File: config.mk
export PLATFORM = sky130hd
export DESIGN_NAME = waveform_gen
export DESIGN_NICKNAME = d
export VERILOG_FILES = /design/src/rtl/synth_pkg.sv /design/src/rtl/phase_accumulator.sv /design/src/rtl/waveform_gen.sv
export SDC_FILE = /design/constraint.sdc
export NUM_CORES = 1
export LEC_CHECK = 0
export CAP_MARGIN = 30
export CORE_MARGIN = 8
export CORE_UTILIZATION = 55
export CTS_CLUSTER_SIZE = 10
export DETAILED_ROUTE_END_ITERATION = 7
export PLACE_DENSITY = 0.87
export SLEW_MARGIN = 20
export SYNTH_ARGS = -nofsm -noshare
export SYNTH_HDL_FRONTEND = slang
export SYNTH_SLANG_ARGS = --single-unit
export TNS_END_PERCENT = 100
File: constraint.sdc
create_clock -name clk -period 5.5 [get_ports clk]
set_clock_uncertainty 0.2 [all_clocks]
set_input_delay 1.375 -clock clk [delete_from_list [all_inputs] [get_ports clk]]
set_output_delay 1.375 -clock clk [all_outputs]
set_load 0.03 [all_outputs]
File: src/rtl/synth_pkg.sv
// synth_pkg: waveform codes and default widths shared by the synth control and sample blocks
package synth_pkg;

   typedef enum logic [1:0] {
      WAVE_SQUARE   = 2'b00,
      WAVE_TRIANGLE = 2'b01,
      WAVE_SAWTOOTH = 2'b10,
      WAVE_RSVD     = 2'b11
   } waveform_t;

   localparam int PHASE_W_DEF = 24;
   localparam int OUT_W_DEF   = 12;

endpackage

File: src/rtl/phase_accumulator.sv
// phase_accumulator: modulo-2^PHASE_W phase register with clear, advance and wrap flag
module phase_accumulator
   import synth_pkg::*;
#(
   parameter int PHASE_W = PHASE_W_DEF
) (
   input  logic               clk,
   input  logic               rst,
   input  logic               adv,
   input  logic               clr,
   input  logic [PHASE_W-1:0] inc,
   output logic [PHASE_W-1:0] phase_nxt,
   output logic               wrap
);

   logic [PHASE_W-1:0] phase_q, phase_d, sum;
   logic               carry;

   // next phase: clear beats advance; carry out of the add marks a period wrap
   always_comb begin
      {carry, sum} = {1'b0, phase_q} + {1'b0, inc};
      phase_d      = clr ? '0 : adv ? sum : phase_q;
   end

   assign phase_nxt = phase_d;
   assign wrap      = adv & ~clr & carry;

   // phase register
   always_ff @(posedge clk) begin
      if (rst) phase_q <= '0;
      else     phase_q <= phase_d;
   end

endmodule

File: src/rtl/waveform_gen.sv
// waveform_gen: phase-accumulator oscillator with wrap-aligned waveform switching
module waveform_gen
   import synth_pkg::*;
#(
   parameter int PHASE_W = PHASE_W_DEF,
   parameter int OUT_W   = OUT_W_DEF
) (
   input  logic               clk,
   input  logic               rst,
   input  logic               ena,
   input  logic [1:0]         waveform_in,
   input  logic [PHASE_W-1:0] phase_inc,
   input  logic               sample_tick,
   input  logic               phase_sync,
   output logic [OUT_W-1:0]   sample_out,
   output logic               sample_valid,
   output logic [1:0]         wave_active
);

   waveform_t          pending_q, pending_d, active_q, active_d, wave_in;
   logic [OUT_W-1:0]   sample_q, sample_d;
   logic               valid_q, valid_d;
   logic               tick, sync, wrap;
   logic [PHASE_W-1:0] phase_nxt;

   function automatic logic [OUT_W-1:0] shape(input waveform_t w, input logic [PHASE_W-1:0] p);
      logic [OUT_W-1:0] t;
      t = p[PHASE_W-2 -: OUT_W];
      return w == WAVE_SQUARE   ? {OUT_W{p[PHASE_W-1]}} :
             w == WAVE_SAWTOOTH ? p[PHASE_W-1 -: OUT_W] :
             w == WAVE_TRIANGLE ? (p[PHASE_W-1] ? ~t : t) : '0;
   endfunction

   assign wave_in = waveform_t'(waveform_in);
   assign sync    = ena & phase_sync;
   assign tick    = ena & sample_tick & ~phase_sync;

   phase_accumulator #(.PHASE_W(PHASE_W)) u_acc (
      .clk       (clk),
      .rst       (rst),
      .adv       (tick),
      .clr       (sync),
      .inc       (phase_inc),
      .phase_nxt (phase_nxt),
      .wrap      (wrap)
   );

   // waveform commit on wrap or sync, sample shaped from the phase being loaded
   always_comb begin
      pending_d = (ena && wave_in != WAVE_RSVD) ? wave_in : pending_q;
      active_d  = (sync || wrap) ? pending_q : active_q;
      valid_d   = tick | sync;
      sample_d  = valid_d ? shape(active_d, phase_nxt) : sample_q;
   end

   // waveform state and registered sample outputs
   always_ff @(posedge clk) begin
      if (rst) begin
         pending_q <= WAVE_SQUARE;
         active_q  <= WAVE_SQUARE;
         sample_q  <= '0;
         valid_q   <= 1'b0;
      end else begin
         pending_q <= pending_d;
         active_q  <= active_d;
         sample_q  <= sample_d;
         valid_q   <= valid_d;
      end
   end

   assign sample_out   = sample_q;
   assign sample_valid = valid_q;
   assign wave_active  = active_q;

endmodule

**Yosys cells after proc, flatten, opt, wreduce, memory -nomap -nowiden**

Cells that the tools add are included.

- Reductions and logical operators: 4
- Add/subtract/negate cells: 1
- Equality and inequality tests: 3
- Mux-type cells: 7
- Bitwise operators: 9

Operators with widths:

| cell | number |
|---|---|
| 2-to-1 mux 12 bit | 4 |
| 2-to-1 mux 24 bit | 2 |
| adder 24 x 24 -> 25 bit | 1 |
| inverter 12 bit | 1 |
| bitwise AND 1 bit | 5 |
| == test 2 x 1 -> 1 bit (second input constant) | 1 |
| == test 2 bit (second input constant) | 1 |
| zero test 2 bit | 1 |
| 2-to-1 mux 2 bit | 1 |
| != test 2 bit (second input constant) | 1 |
| inverter 1 bit | 2 |
| OR reduction 2 bit | 1 |
| logical AND 1 bit | 1 |
| logical OR 1 bit | 1 |
| OR 1 bit | 1 |

- Input bits: 31
- Bits in registers: 41

**Longest topological paths before layout**

Gate-level depths: netlist of the first run.

- Word-level depth: 10
- Depth in mapped cells: 13
- Depth with buffers taken out: 12

**Hierarchy**

From an unflattened synthesis of the first run, not the netlist that was laid out.

- Cell total of the unflattened synthesis: 467
- Area total of the unflattened synthesis: 3594.7 sq um

Modules (own cells, without submodules):

| module | instances | area each (sq um) | seq. area each (sq um) | cells each |
|---|---|---|---|---|
| phase_accumulator | 1 | 2690.1 | 480.5 | 366 |
| waveform_gen | 1 | 904.6 | 340.3 | 101 |

**Worst setup path before layout of the first run**

No wires, ideal clock.

- Path type: input to register
- From: input phase_inc[21]
- To: register sample_q[5], in the netlist sample_out[5]
- Stages: 12
- Path buffers: 2
- Arrival time: 4.033 ns
- Slack: 1.176 ns
- Library setup time: 0.091 ns
- Cells stage by stage: ha_1 -> clkbuf_1 -> a21o_1 -> a21o_1 -> a221oi_1 -> nand3b_1 -> o21ai_1 -> mux2_2 -> clkbuf_1 -> nor2_1 -> nand3_1 -> a311oi_1

- Longest elaborated chain between the ends: 8
- Elaborated cells on any way between the ends: 13
- Classes of those cells: 1 x add/sub; 2 x eq/ne; 7 x mux; 1 x bitwise; 2 x reduce/logical

RTL lines:

| element | RTL line | text |
|---|---|---|
| from (decl) | waveform_gen.sv:12 | `input logic [PHASE_W-1:0] phase_inc,` |
| adder 24 x 24 -> 25 bit * | phase_accumulator.sv:21 | `{carry, sum} = {1'b0, phase_q} + {1'b0, inc};` |
| bitwise AND 1 bit | phase_accumulator.sv:26 | `assign wrap = adv & ~clr & carry;` |
| logical OR 1 bit | waveform_gen.sv:51 | `active_d = (sync \|\| wrap) ? pending_q : active_q;` |
| 2-to-1 mux 2 bit | waveform_gen.sv:51 |  |
| == test 2 x 1 -> 1 bit | waveform_gen.sv:31 | `w == WAVE_TRIANGLE ? (p[PHASE_W-1] ? ~t : t) : '0;` |
| 2-to-1 mux 12 bit | waveform_gen.sv:31 |  |
| 2-to-1 mux 12 bit | waveform_gen.sv:30 | `w == WAVE_SAWTOOTH ? p[PHASE_W-1 -: OUT_W] :` |
| 2-to-1 mux 12 bit * | waveform_gen.sv:29 | `return w == WAVE_SQUARE ? {OUT_W{p[PHASE_W-1]}} :` |
| to (signal assigned) | waveform_gen.sv:66 | `sample_q <= sample_d;` |
| to (decl) | waveform_gen.sv:21 | `logic [OUT_W-1:0] sample_q, sample_d;` |

Every way passes the cells marked *; elsewhere a longest branch is shown, timed or not.
A chain may end at the register's enable or synchronous reset.

**Final worst setup path of the first run**

- From: input phase_inc[21]
- To: register sample_q[3], in the netlist sample_out[3]

Same word-level chain as after synthesis.

==> run_results.csv, run 1 <==
group,metric,value,unit
worst_hold_path,hold_depth,2,
worst_hold_path,hp-class,"reg2reg",
power_and_ir_drop,switching_share,30.4,%
finish,drive_above_1_share,5.79,%
sta,max_slew.worst_pin.slew,723,ps
power_and_ir_drop,ir_drop,0.130,mV
drt,top_layer,"met4",
logic_synthesis,ys_ff_latch,41,
power_and_ir_drop,comb_power_share,25.9,%
placed_design,gp_congestion,0.910,
sta,clock.fmax,197,MHz
drt,first_pass_iters,5,
sta,final-hold-violation-count,0,
outcome,status,"finished, final reports clean",
logic_synthesis,yosys_warnings,0,
floorplanning,io_pins,46,
floorplanning,die_h,92.1,um
worst_setup_path,path_cells,"clkdlybuf4s50_1 -> ha_1 -> a21o_1 -> a21o_1 -> a221oi_1 -> nand3b_1 -> o21ai_1 -> mux2i_1 -> nor3b_2 -> a211oi_1 -> a211oi_1",
sta,tns,0,ps
global_route,grt_pass1_vias,3132,
cts,postCtsSetupBuffers,0,
logic_synthesis,synth_flop_cell,"dfxtp_1",
power_and_ir_drop,powerDensity,203,nW/um2
cts,ctsHtreeMaxLevel,2,
floorplanning,fp.dieW,92.1,um
worst_setup_path,slowest_stage,"nor3b_2",
floorplanning,core,5540,um2
logic_synthesis,synthArstFlopShare,0,%
finish,syn2layout_area_growth,17.3,%
cts,clk_pin_slew,80,ps
worst_setup_path,ff2ff_path_depth,10,
logic_synthesis,yosysSeqAreaShare,25.8,%
placed_design,portBuffers,45,
worst_setup_path,critPathRequiredTime,5500,ps
drt,wl,8710,um
finish,nets,505,
power_and_ir_drop,power.share.clock,32.2,%
flow_run,maxCapViolations,0,
drt,met3_length,536,um
logic_synthesis,ys_types,59,
drt,routedLengthMet1,3640,um
drt,vias,3271,
finish,fill_cells,480,
finish,diodes,0,
cts,root_buffer,"clkbuf_8",
worst_hold_path,min_to,"u_acc.phase_q[9]$_SDFFE_PP0P_",
worst_setup_path,reg2reg_to,"sample_out[3]$_SDFFE_PP0P_",
drt,drt_iter0_markers,255,
logic_synthesis,syn_area,3180,um2
worst_setup_path,critPathLaunchType,"input port",
sta,period_minus_slack,5070,ps
cts,cts_tree,"yes",
drt,route.met2.wl,4190,um
drt,wl_per_cell,16.7,um
cts,hold_buffers,0,
worst_hold_path,min_from,"u_acc.phase_q[9]$_SDFFE_PP0P_",
global_route,grt_start_max_net_pins,31,
floorplanning,start_util,57.5,%
worst_setup_path,arrival,5080,ps
power_and_ir_drop,internal_power,0.000528,W
sta,hold-worst-slack,264,ps
logic_synthesis,synth.avg_cell_area,7.69,um2
cts,clk_latency,300,ps
drt,detail-route-antenna-nets,0,
sta,final_max_slew_viol_count,0,
sta,rsz0062_at_grt,"no",
global_route,grt_overflow,0,
global_route,grt_use_total,20.4,%
sta,finalCritPeriodShare,92.3,%
worst_setup_path,reg2reg_from,"u_acc.phase_q[21]$_SDFF_PP0_",
power_and_ir_drop,net-switching-power,0.000231,W
global_route,antenna_found_initial,0,
floorplanning,row_count,27,
worst_setup_path,reg2reg_setup_slack,1570,ps
finish,mostFrequentLayoutCell,"nand2_1",
global_route,grt_pass1_wl,14500,um
worst_setup_path,path_class,"in2reg",
power_and_ir_drop,power_frac_seq,41.8,%
floorplanning,dieArea,8480,um2
sta,slew_headroom,51.6,%
placed_design,dp_hpwl,6600,um
sta,setup_viol,0,
cts,cts_buffer_depth,2,
worst_setup_path,cp_max_fo,10,
cts,cts_resized,0,
power_and_ir_drop,power_leakage,1.51,nW
cts,numCtsBuffers,5,
drt,drc_errors,0,
drt,vias_per_cell,6.28,
logic_synthesis,syn_inst,414,
worst_setup_path,critPathMaxStageDelay,710,ps
cts,cts_sinks,41,
worst_setup_path,endpoint_kind,"register",
logic_synthesis,syn-num-nets,470,
finish,final_cell_mix,"nand2_1 (47), clkdlybuf4s50_1 (45), dfxtp_1 (41)",
logic_synthesis,synth_edf_count,0,
-- critical path, delay by kind of cell --
kind                       cells  cell delay (ps)
buffers and inverters          1              400
and+or+nand+nor                2              870
AOI/OAI and AO/OA              6             1440
muxes                          1              580
adders and majority gates      1              410
-- power groups by stage --
stage | combinational, W | clock [W] | sequential (W)
final | 0.000197 | 0.000244 | 0.000317
after global routing | 0.000215 | 0.000255 | 0.000319
after CTS | 0.000195 | 0.000246 | 0.000317
after detailed placement | 0.000194 | 0 | 0.000324
after global placement | 0.000190 | 0 | 0.000324
after floorplan | 0.000119 | 0 | 0.000337
-- kinds of logic after synthesis --
logic type	after synthesis	synth area share, %
DFF	41	25.8
and+or+nand+nor	165	25.7
adders and majority gates	25	10.1
xor gates and xnor gates	14	3.85
muxes	5	1.61
buffers and inverters	32	5.30
AOI/OAI and AO/OA	132	27.7
-- layer usage --
metal | vias to the layer above | GRT usage (%)
li1 | 1600 | -
met1 | 1526 | 23.8
met2 | 123 | 34.9
met3 | 22 | 3.75
met4 | 0 | 9.93
met5 | - | 0
-- area by class of cell --
| type | instances | area (um2) | share of cell area [%] |
|---|---|---|---|
| Clock buffer | 5 | 68.8 | 1.84 |
| Clock inverter | 2 | 35.0 | 0.938 |
| Inverter | 10 | 37.5 | 1.01 |
| Multi-Input combinational cell | 341 | 2190 | 58.8 |
| Sequential cell | 41 | 821 | 22.0 |
| Tap cell | 72 | 90.1 | 2.41 |
| Timing Repair Buffer | 50 | 488 | 13.1 |
-- synthesized netlist by cell type (all sizes together), types with 2 or more instances --
library cell  count  share of area [%]
nor2             35                4.1
nand2            47                5.5
nand4             3               0.59
a221oi            2               0.75
a21oi            38                6.6
or2               3               0.59
o21a              2               0.47
nor3             18                2.8
mux2i             4                1.3
ha               24                9.4
nand2b            8                1.6
and4              3               0.86
o21bai            3               0.71
xnor2             5                1.4
nor4              2               0.39
nor3b             2               0.63
clkbuf           11                1.3
a22o              2               0.55
a311oi            6                1.7
a211oi           19                4.5
and2              5                1.1
o211ai            8                1.9
nand3            16                2.5
xor2              9                2.5
or4               4                1.1
nand3b            2               0.47
buf              10                2.6
o31ai             2               0.47
a31oi            11                2.2
or3               4               0.79
and3              4               0.94
dfxtp            41                 26
inv              10                1.2
nor2b             9                1.8
a21o              8                1.9
o21ai            23                3.6
-- sequential cells by signal (all words and copies together), names as in the netlist --
register,cells
u_acc.phase_q,24
pending_q,2
sample_out,12
wave_active,2
sample_valid,1
-- worst max path at each step --
stage	slack, ps	cells after the start	startpoint	end
floorplan	1180	12	phase_inc[21]	sample_out[5]$_SDFFE_PP0P_
global placement	480	11	phase_inc[21]	sample_out[6]$_SDFFE_PP0P_
detailed placement	210	11	phase_inc[21]	sample_out[7]$_SDFFE_PP0P_
CTS	490	11	phase_inc[21]	sample_out[7]$_SDFFE_PP0P_
global route	110	11	phase_inc[21]	sample_out[7]$_SDFFE_PP0P_
finish	430	11	phase_inc[21]	sample_out[3]$_SDFFE_PP0P_
-- per-stage QoR --
step           worst slack (ps)  total power [W]  util, %  instances  cell area (um2)
4_1_cts                     493         0.000758     67.4        521             3730
2_1_floorplan              1180         0.000456        -        414             3180
3_5_place_dp                210         0.000518     65.5        514             3630
5_1_grt                     110         0.000789     67.4        521             3730
6_report                    425         0.000758     67.4        521             3730
3_3_place_gp                477         0.000514     65.5        514             3630
Note: power is estimated with default switching activity, not from simulation.
==> run 2, diff against run 1 <==
Settings changed: ABC_AREA set to 1, CORE_UTILIZATION 55 to 57.
==> run 2 against run 1 <==
Register-to-register slack improved by 1100 ps. Synthesized cell count is 71% higher. Core utilization fell by 0.21 points. Sequential share of layout area down 3.8 points. First-iteration DRC count grew 19%. Design area rose by 21%. Hold slack better by 7.0 ps. Fmax is 24% higher.
==> run_results.csv, run 2 <==
group,metric,value,unit
cts,numCtsBuffers,5,
worst_setup_path,endpoint_kind,"register",
outcome,status,"finished, final reports clean",
logic_synthesis,ys_types,28,
finish,final_cell_mix,"nand2_1 (248), inv_1 (133), nor2_1 (91)",
cts,cts_sinks,41,
logic_synthesis,synth_edf_count,0,
worst_setup_path,slowest_stage,"clkdlybuf4s50_1",
cts,root_buffer,"clkbuf_8",
drt,vias,4306,
sta,clock.fmax,244,MHz
cts,clk_latency,300,ps
floorplanning,fp.dieW,98.9,um
logic_synthesis,synthArstFlopShare,0,%
cts,hold_buffers,0,
finish,mostFrequentLayoutCell,"nand2_1",
worst_setup_path,critPathMaxStageDelay,460,ps
power_and_ir_drop,net-switching-power,0.000296,W
global_route,grtUsageMet3,3.38,%
finish,fin_util,67.2,%
logic_synthesis,synthTopCellsByCount,"nand2_1 (248), inv_1 (133), nor2_1 (91)",
sta,rsz0062_at_grt,"no",
sta,max_slew.worst_pin.slew,887,ps
sta,finalCritPeriodShare,74.4,%
global_route,grt_busiest_layer,"met2",
logic_synthesis,synth_most_common_cell,"nand2_1",
finish,largest_register_ffs,24,
floorplanning,dieArea,9770,um2
cts,clk_pin_slew,90,ps
worst_hold_path,hp-class,"reg2reg",
placed_design,portBuffers,45,
sta,final-hold-violation-count,0,
logic_synthesis,yosys_warnings,0,
global_route,grt_use_total,22.5,%
finish,diodes,0,
cts,ctsHtreeMaxLevel,2,
drt,first_pass_iters,4,
finish,syn2layout_area_growth,15.4,%
worst_setup_path,crit_family,"simple AND/OR/NAND/NOR gates",
global_route,grt_pass1_wl,18400,um
sta,final_max_slew_viol_count,0,
worst_setup_path,path_class,"in2reg",
worst_setup_path,reg2reg_setup_slack,2630,ps
flow_run,maxCapViolations,0,
logic_synthesis,syn_inst,706,
logic_synthesis,yosysSeqAreaShare,21.0,%
logic_synthesis,yosysTopAreaCellShare,23.8,%
logic_synthesis,synth_flop_cell,"dfxtp_1",
power_and_ir_drop,switching_share,35.0,%
cts,cts_tree,"yes",
floorplanning,io_pins,46,
cts,postCtsSetupBuffers,0,
worst_setup_path,critPathLaunchType,"input port",
finish,regMostFlops,"u_acc.phase_q",
power_and_ir_drop,ir_drop,0.135,mV
worst_setup_path,cp_max_fo,11,
floorplanning,die_h,98.9,um
power_and_ir_drop,powerDensity,188,nW/um2
worst_setup_path,critPathRequiredTime,5540,ps
finish,nets,804,
drt,wl,10700,um
logic_synthesis,synth.area.top_cells,"nand2_1 (24%), dfxtp_1 (21%), inv_1 (13%), nor2_1 (8.7%), ha_1 (7.7%)",
drt,drt_iter0_markers,304,
worst_setup_path,worst_path_most_repeated_cell,"nand2_1",
logic_synthesis,syn_area,3910,um2
global_route,antenna_found_initial,0,
power_and_ir_drop,power_frac_seq,38.1,%
sta,tns,0,ps
power_and_ir_drop,internal_power,0.000551,W
sta,hold-worst-slack,271,ps
power_and_ir_drop,comb_power_share,32.3,%
drt,drc_errors,0,
global_route,grt_use_met2,37.9,%
drt,vias_per_cell,5.19,
cts,cts_resized,0,
worst_setup_path,critPathBufInv,3,
global_route,grt_use_met1,28.7,%
finish,drive_above_1_share,6.01,%
global_route,grt_start_max_net_pins,42,
floorplanning,start_util,58.2,%
logic_synthesis,yosysTopAreaCell,"nand2_1",
power_and_ir_drop,power_leakage,2.63,nW
drt,wl_per_cell,13.0,um
global_route,grt_pass1_vias,4111,
sta,setup_viol,0,
sta,slew_headroom,40.7,%
logic_synthesis,syn-num-nets,762,
logic_synthesis,ys_ff_latch,41,
worst_setup_path,arrival,4130,ps
floorplanning,row_count,30,
placed_design,dp_hpwl,8640,um
cts,cts_buffer_depth,2,
floorplanning,core,6720,um2
placed_design,gp_congestion,1.00,
global_route,grt_overflow,0,
logic_synthesis,synth.avg_cell_area,5.54,um2
power_and_ir_drop,power.share.clock,29.6,%
sta,period_minus_slack,4090,ps
worst_setup_path,path_cells,"clkdlybuf4s50_1 -> ha_1 -> inv_1 -> fa_1 -> inv_1 -> nand3_1 -> nand2_2 -> nand2_1 -> nand2_2 -> nand2_1 -> nand3_1 -> nand2_1 -> nand3_1 -> nand2_1 -> nor2_4 -> nand2_1 -> nand2_1 -> nor2_1 -> nor2_1",
drt,detail-route-antenna-nets,0,
-- run 2: cell types whose count changed in the layout (fill, tap and decap cells not counted), sizes merged, moves of 8 or more --
cell / delta
o211ai: -8
a21oi: -22
nand2b: -8
nor3: -18
nor2b: -9
a31oi: -11
nor2: +66
nand2: +218
nand3: +43
a211oi: -17
inv: +127
a21o: -8
-- run 2: per-layer routing --
layer	vias up	part of all wire, %
met5	-	0
met4	0	1.5
met3	17	6.5
met2	139	46
met1	1944	46
li1	2206	-
-- run 2: cells by family (layout without fill, tap and decap cells) --
family,count (synthesis),count (layout),share of synthesized area (%)
buffers and inverters,149,192,15.0
AOI/OAI and AO/OA,47,47,6.23
DFF,41,41,21.0
and+or+nand+nor,436,436,47.9
adders and majority gates,25,25,8.18
xor gates and xnor gates,8,8,1.79
-- run 2: final timing paths --
path	depth (start not counted)	to	startpoint
max	19	sample_out[1]$_SDFFE_PP0P_	phase_inc[0]
min	2	sample_out[11]$_SDFFE_PP0P_	sample_out[11]$_SDFFE_PP0P_
max reg2reg	18	sample_out[1]$_SDFFE_PP0P_	u_acc.phase_q[0]$_SDFFE_PP0P_
min reg2reg	2	sample_out[11]$_SDFFE_PP0P_	sample_out[11]$_SDFFE_PP0P_
-- run 2: metrics by stage --
step	area, um2	worst slack, ps	cells	total power [W]
global placement	4400	1260	821	0.000594
floorplan	3910	1940	706	0.000520
global route	4520	1210	829	0.000896
CTS	4520	1450	829	0.000849
detailed placement	4400	1160	821	0.000599
finish	4520	1410	829	0.000847
-- run 2: power groups by stage --
stage	registers, W	logic (W)	clock network [W]
2_1_floorplan	0.000344	0.000176	0
3_3_place_gp	0.000329	0.000265	0
3_5_place_dp	0.000329	0.000270	0
4_1_cts	0.000323	0.000271	0.000256
5_1_grt	0.000324	0.000306	0.000266
6_report	0.000323	0.000273	0.000251
-- run 2: layout make-up --
type	count	area, um2
clock buffers	6	72.6
clock inverters	2	38.8
fillers	622	2200
inverters	138	518
multi-input cells	516	2510
flip-flops and latches	41	821
well taps	80	100
repair buffers	46	458
-- run 2: tightest hold or removal path: cells and delay by family (launching register included) --
kind,cells,cell delay [ps]
AO/OA/AOI/OAI,1,60
flip-flops,1,320
AND/OR/NAND/NOR,1,60
==> run 3, diff against run 2 <==
Settings changed: CORE_UTILIZATION 57 to 52, PLACE_DENSITY 0.87 to 0.84.
Clock period 5.5 ns to 3.3 ns, I/O delays scaled along.
==> run 3 against run 2 <==
Power increased by 80%. Sequential share of layout area shrank 2.3 points. Sequential power grew 67%. First-iteration DRC count up 11%. Hold slack improved by 5.4 ps.
==> run_results.csv, run 3 (synthesis results as in run 2) <==
group,metric,value,unit
outcome,status,"finished, final reports clean",
cts,root_buffer,"clkbuf_8",
finish,diodes,0,
cts,hold_buffers,0,
placed_design,dp_hpwl,9280,um
global_route,grt_use_total,22.7,%
sta,finalCritPeriodShare,97.3,%
placed_design,gp_congestion,0.962,
drt,vias,4612,
worst_setup_path,cp_max_fo,5,
worst_setup_path,ff2ff_path_depth,21,
worst_setup_path,path_class,"in2reg",
finish,drive_above_1_share,16.2,%
drt,drc_errors,0,
sta,period_minus_slack,3210,ps
worst_hold_path,min_from,"sample_out[11]$_SDFFE_PP0P_",
sta,hold-worst-slack,277,ps
power_and_ir_drop,ir_drop,0.200,mV
finish,fill_cells,611,
drt,wl,12000,um
floorplanning,fp.dieW,103,um
power_and_ir_drop,powerDensity,295,nW/um2
finish,final_cell_mix,"nand2_1 (241), inv_1 (130), nor2_1 (90)",
cts,ctsHtreeMaxLevel,2,
cts,cts_buffer_depth,2,
worst_setup_path,arrival,3260,ps
floorplanning,die_h,103,um
worst_setup_path,critPathRequiredTime,3350,ps
sta,final_max_slew_viol_count,0,
power_and_ir_drop,power_leakage,2.99,nW
flow_run,maxCapViolations,0,
sta,max_slew.worst_pin.slew,329,ps
worst_hold_path,hold_depth,2,
cts,cts_sinks,41,
cts,cts_tree,"yes",
placed_design,portBuffers,45,
worst_setup_path,reg2reg_from,"u_acc.phase_q[0]$_SDFFE_PP0P_",
drt,drt_iter0_markers,337,
worst_setup_path,reg2reg_to,"sample_out[8]$_SDFFE_PP0P_",
cts,numCtsBuffers,5,
sta,setup_viol,0,
floorplanning,start_util,54.0,%
global_route,grt_pass1_wl,19300,um
finish,layout.cells.non_filler,915,
worst_setup_path,endpoint_kind,"register",
sta,slew_headroom,78.0,%
floorplanning,io_pins,46,
global_route,grt_overflow,0,
global_route,antenna_found_initial,0,
placed_design,dpl.cell_count,902,
worst_setup_path,critPathLaunchType,"input port",
finish,regMostFlops,"u_acc.phase_q",
finish,mostFrequentLayoutCell,"nand2_1",
finish,multi_input_area,2610,um2
finish,nets,871,
drt,vias_per_cell,5.04,
worst_setup_path,reg2reg_setup_slack,620,ps
sta,clock.fmax,311,MHz
finish,syn2layout_area_growth,32.4,%
floorplanning,row_count,31,
floorplanning,core,7250,um2
drt,wl_per_cell,13.1,um
finish,largest_register_ffs,24,
sta,rsz0062_at_grt,"yes",
drt,detail-route-antenna-nets,0,
worst_hold_path,min_to,"sample_out[11]$_SDFFE_PP0P_",
global_route,grt_start_max_net_pins,22,
floorplanning,dieArea,10600,um2
finish,ff_latch_area,821,um2
cts,clk_pin_slew,90,ps
worst_hold_path,hp-class,"reg2reg",
sta,final-hold-violation-count,0,
cts,clk_latency,300,ps
drt,first_pass_iters,7,
global_route,grt_pass1_vias,4395,
==> run 3: critical path: stages <==
cell	delay, ps
clkdlybuf4s50_1	420
ha_1	360
nand2_1	160
inv_1	70
a21oi_1	190
nand2_2	110
nand2_2	90
nand2_2	60
nand2_2	90
nand2_4	70
nand3_1	100
nand2_2	110
nor2_4	180
clkbuf_16	180
nand3_2	70
nand3_1	80
nand2_1	50
inv_1	40
==> run 3: power by group <==
group	switching (W)	total (W)	internal (W)
logic	0.000323	0.000568	0.000245
registers	0.0000171	0.000539	0.000522
clock network	0.000193	0.000420	0.000227
total	0.000533	0.00153	0.000995
==> run 3: final cells by class <==
class	count	area share, %
multi-input combinational	517	50.3
timing repair buffer	112	19.3
sequential	41	15.8
inverter	138	10.0
tap	99	2.39
clock buffer	6	1.40
clock inverter	2	0.749
==> run 3: layer usage <==
metal | up-vias | wire (um) | global-route usage [%]
met4 | 0 | 325 | 8.01
met2 | 169 | 5810 | 40.0
li1 | 2346 | - | -
met1 | 2067 | 5170 | 27.3
met5 | - | 0 | 0
met3 | 30 | 689 | 3.38
==> run 3: worst max path at each step <==
stage                                              to    startpoint  slack, ps  cells after the start
after floorplan            sample_out[0]$_SDFFE_PP0P_  phase_inc[0]        290                     20
after global placement    sample_out[10]$_SDFFE_PP0P_  phase_inc[0]       -170                     21
after detailed placement   sample_out[0]$_SDFFE_PP0P_  phase_inc[0]       -310                     19
after CTS                  sample_out[3]$_SDFFE_PP0P_  phase_inc[0]         20                     21
after global routing       sample_out[8]$_SDFFE_PP0P_  phase_inc[6]        -40                     18
final                      sample_out[8]$_SDFFE_PP0P_  phase_inc[6]         90                     18
==> run 3: repair_timing <==
item                       CTS  global route
setup buffers                0             3
pin swaps                    0            11
setup endpoints to repair    3            12
gates resized for setup      1            26
gates cloned                 0             2
==> run 3: stage by stage <==
stage | TNS (ps) | total power [W] | cell area (um2) | util (%) | setup WS [ps]
4_1_cts | 0 | 0.00150 | 5030 | 69.4 | 15.6
5_1_grt | -265 | 0.00161 | 5180 | 71.4 | -44.0
3_3_place_gp | -1870 | 0.00106 | 4920 | 67.8 | -170
6_report | 0 | 0.00153 | 5180 | 71.4 | 88.3
2_1_floorplan | 0 | 0.000867 | 3910 | - | 289
3_5_place_dp | -3430 | 0.00108 | 4920 | 67.8 | -306
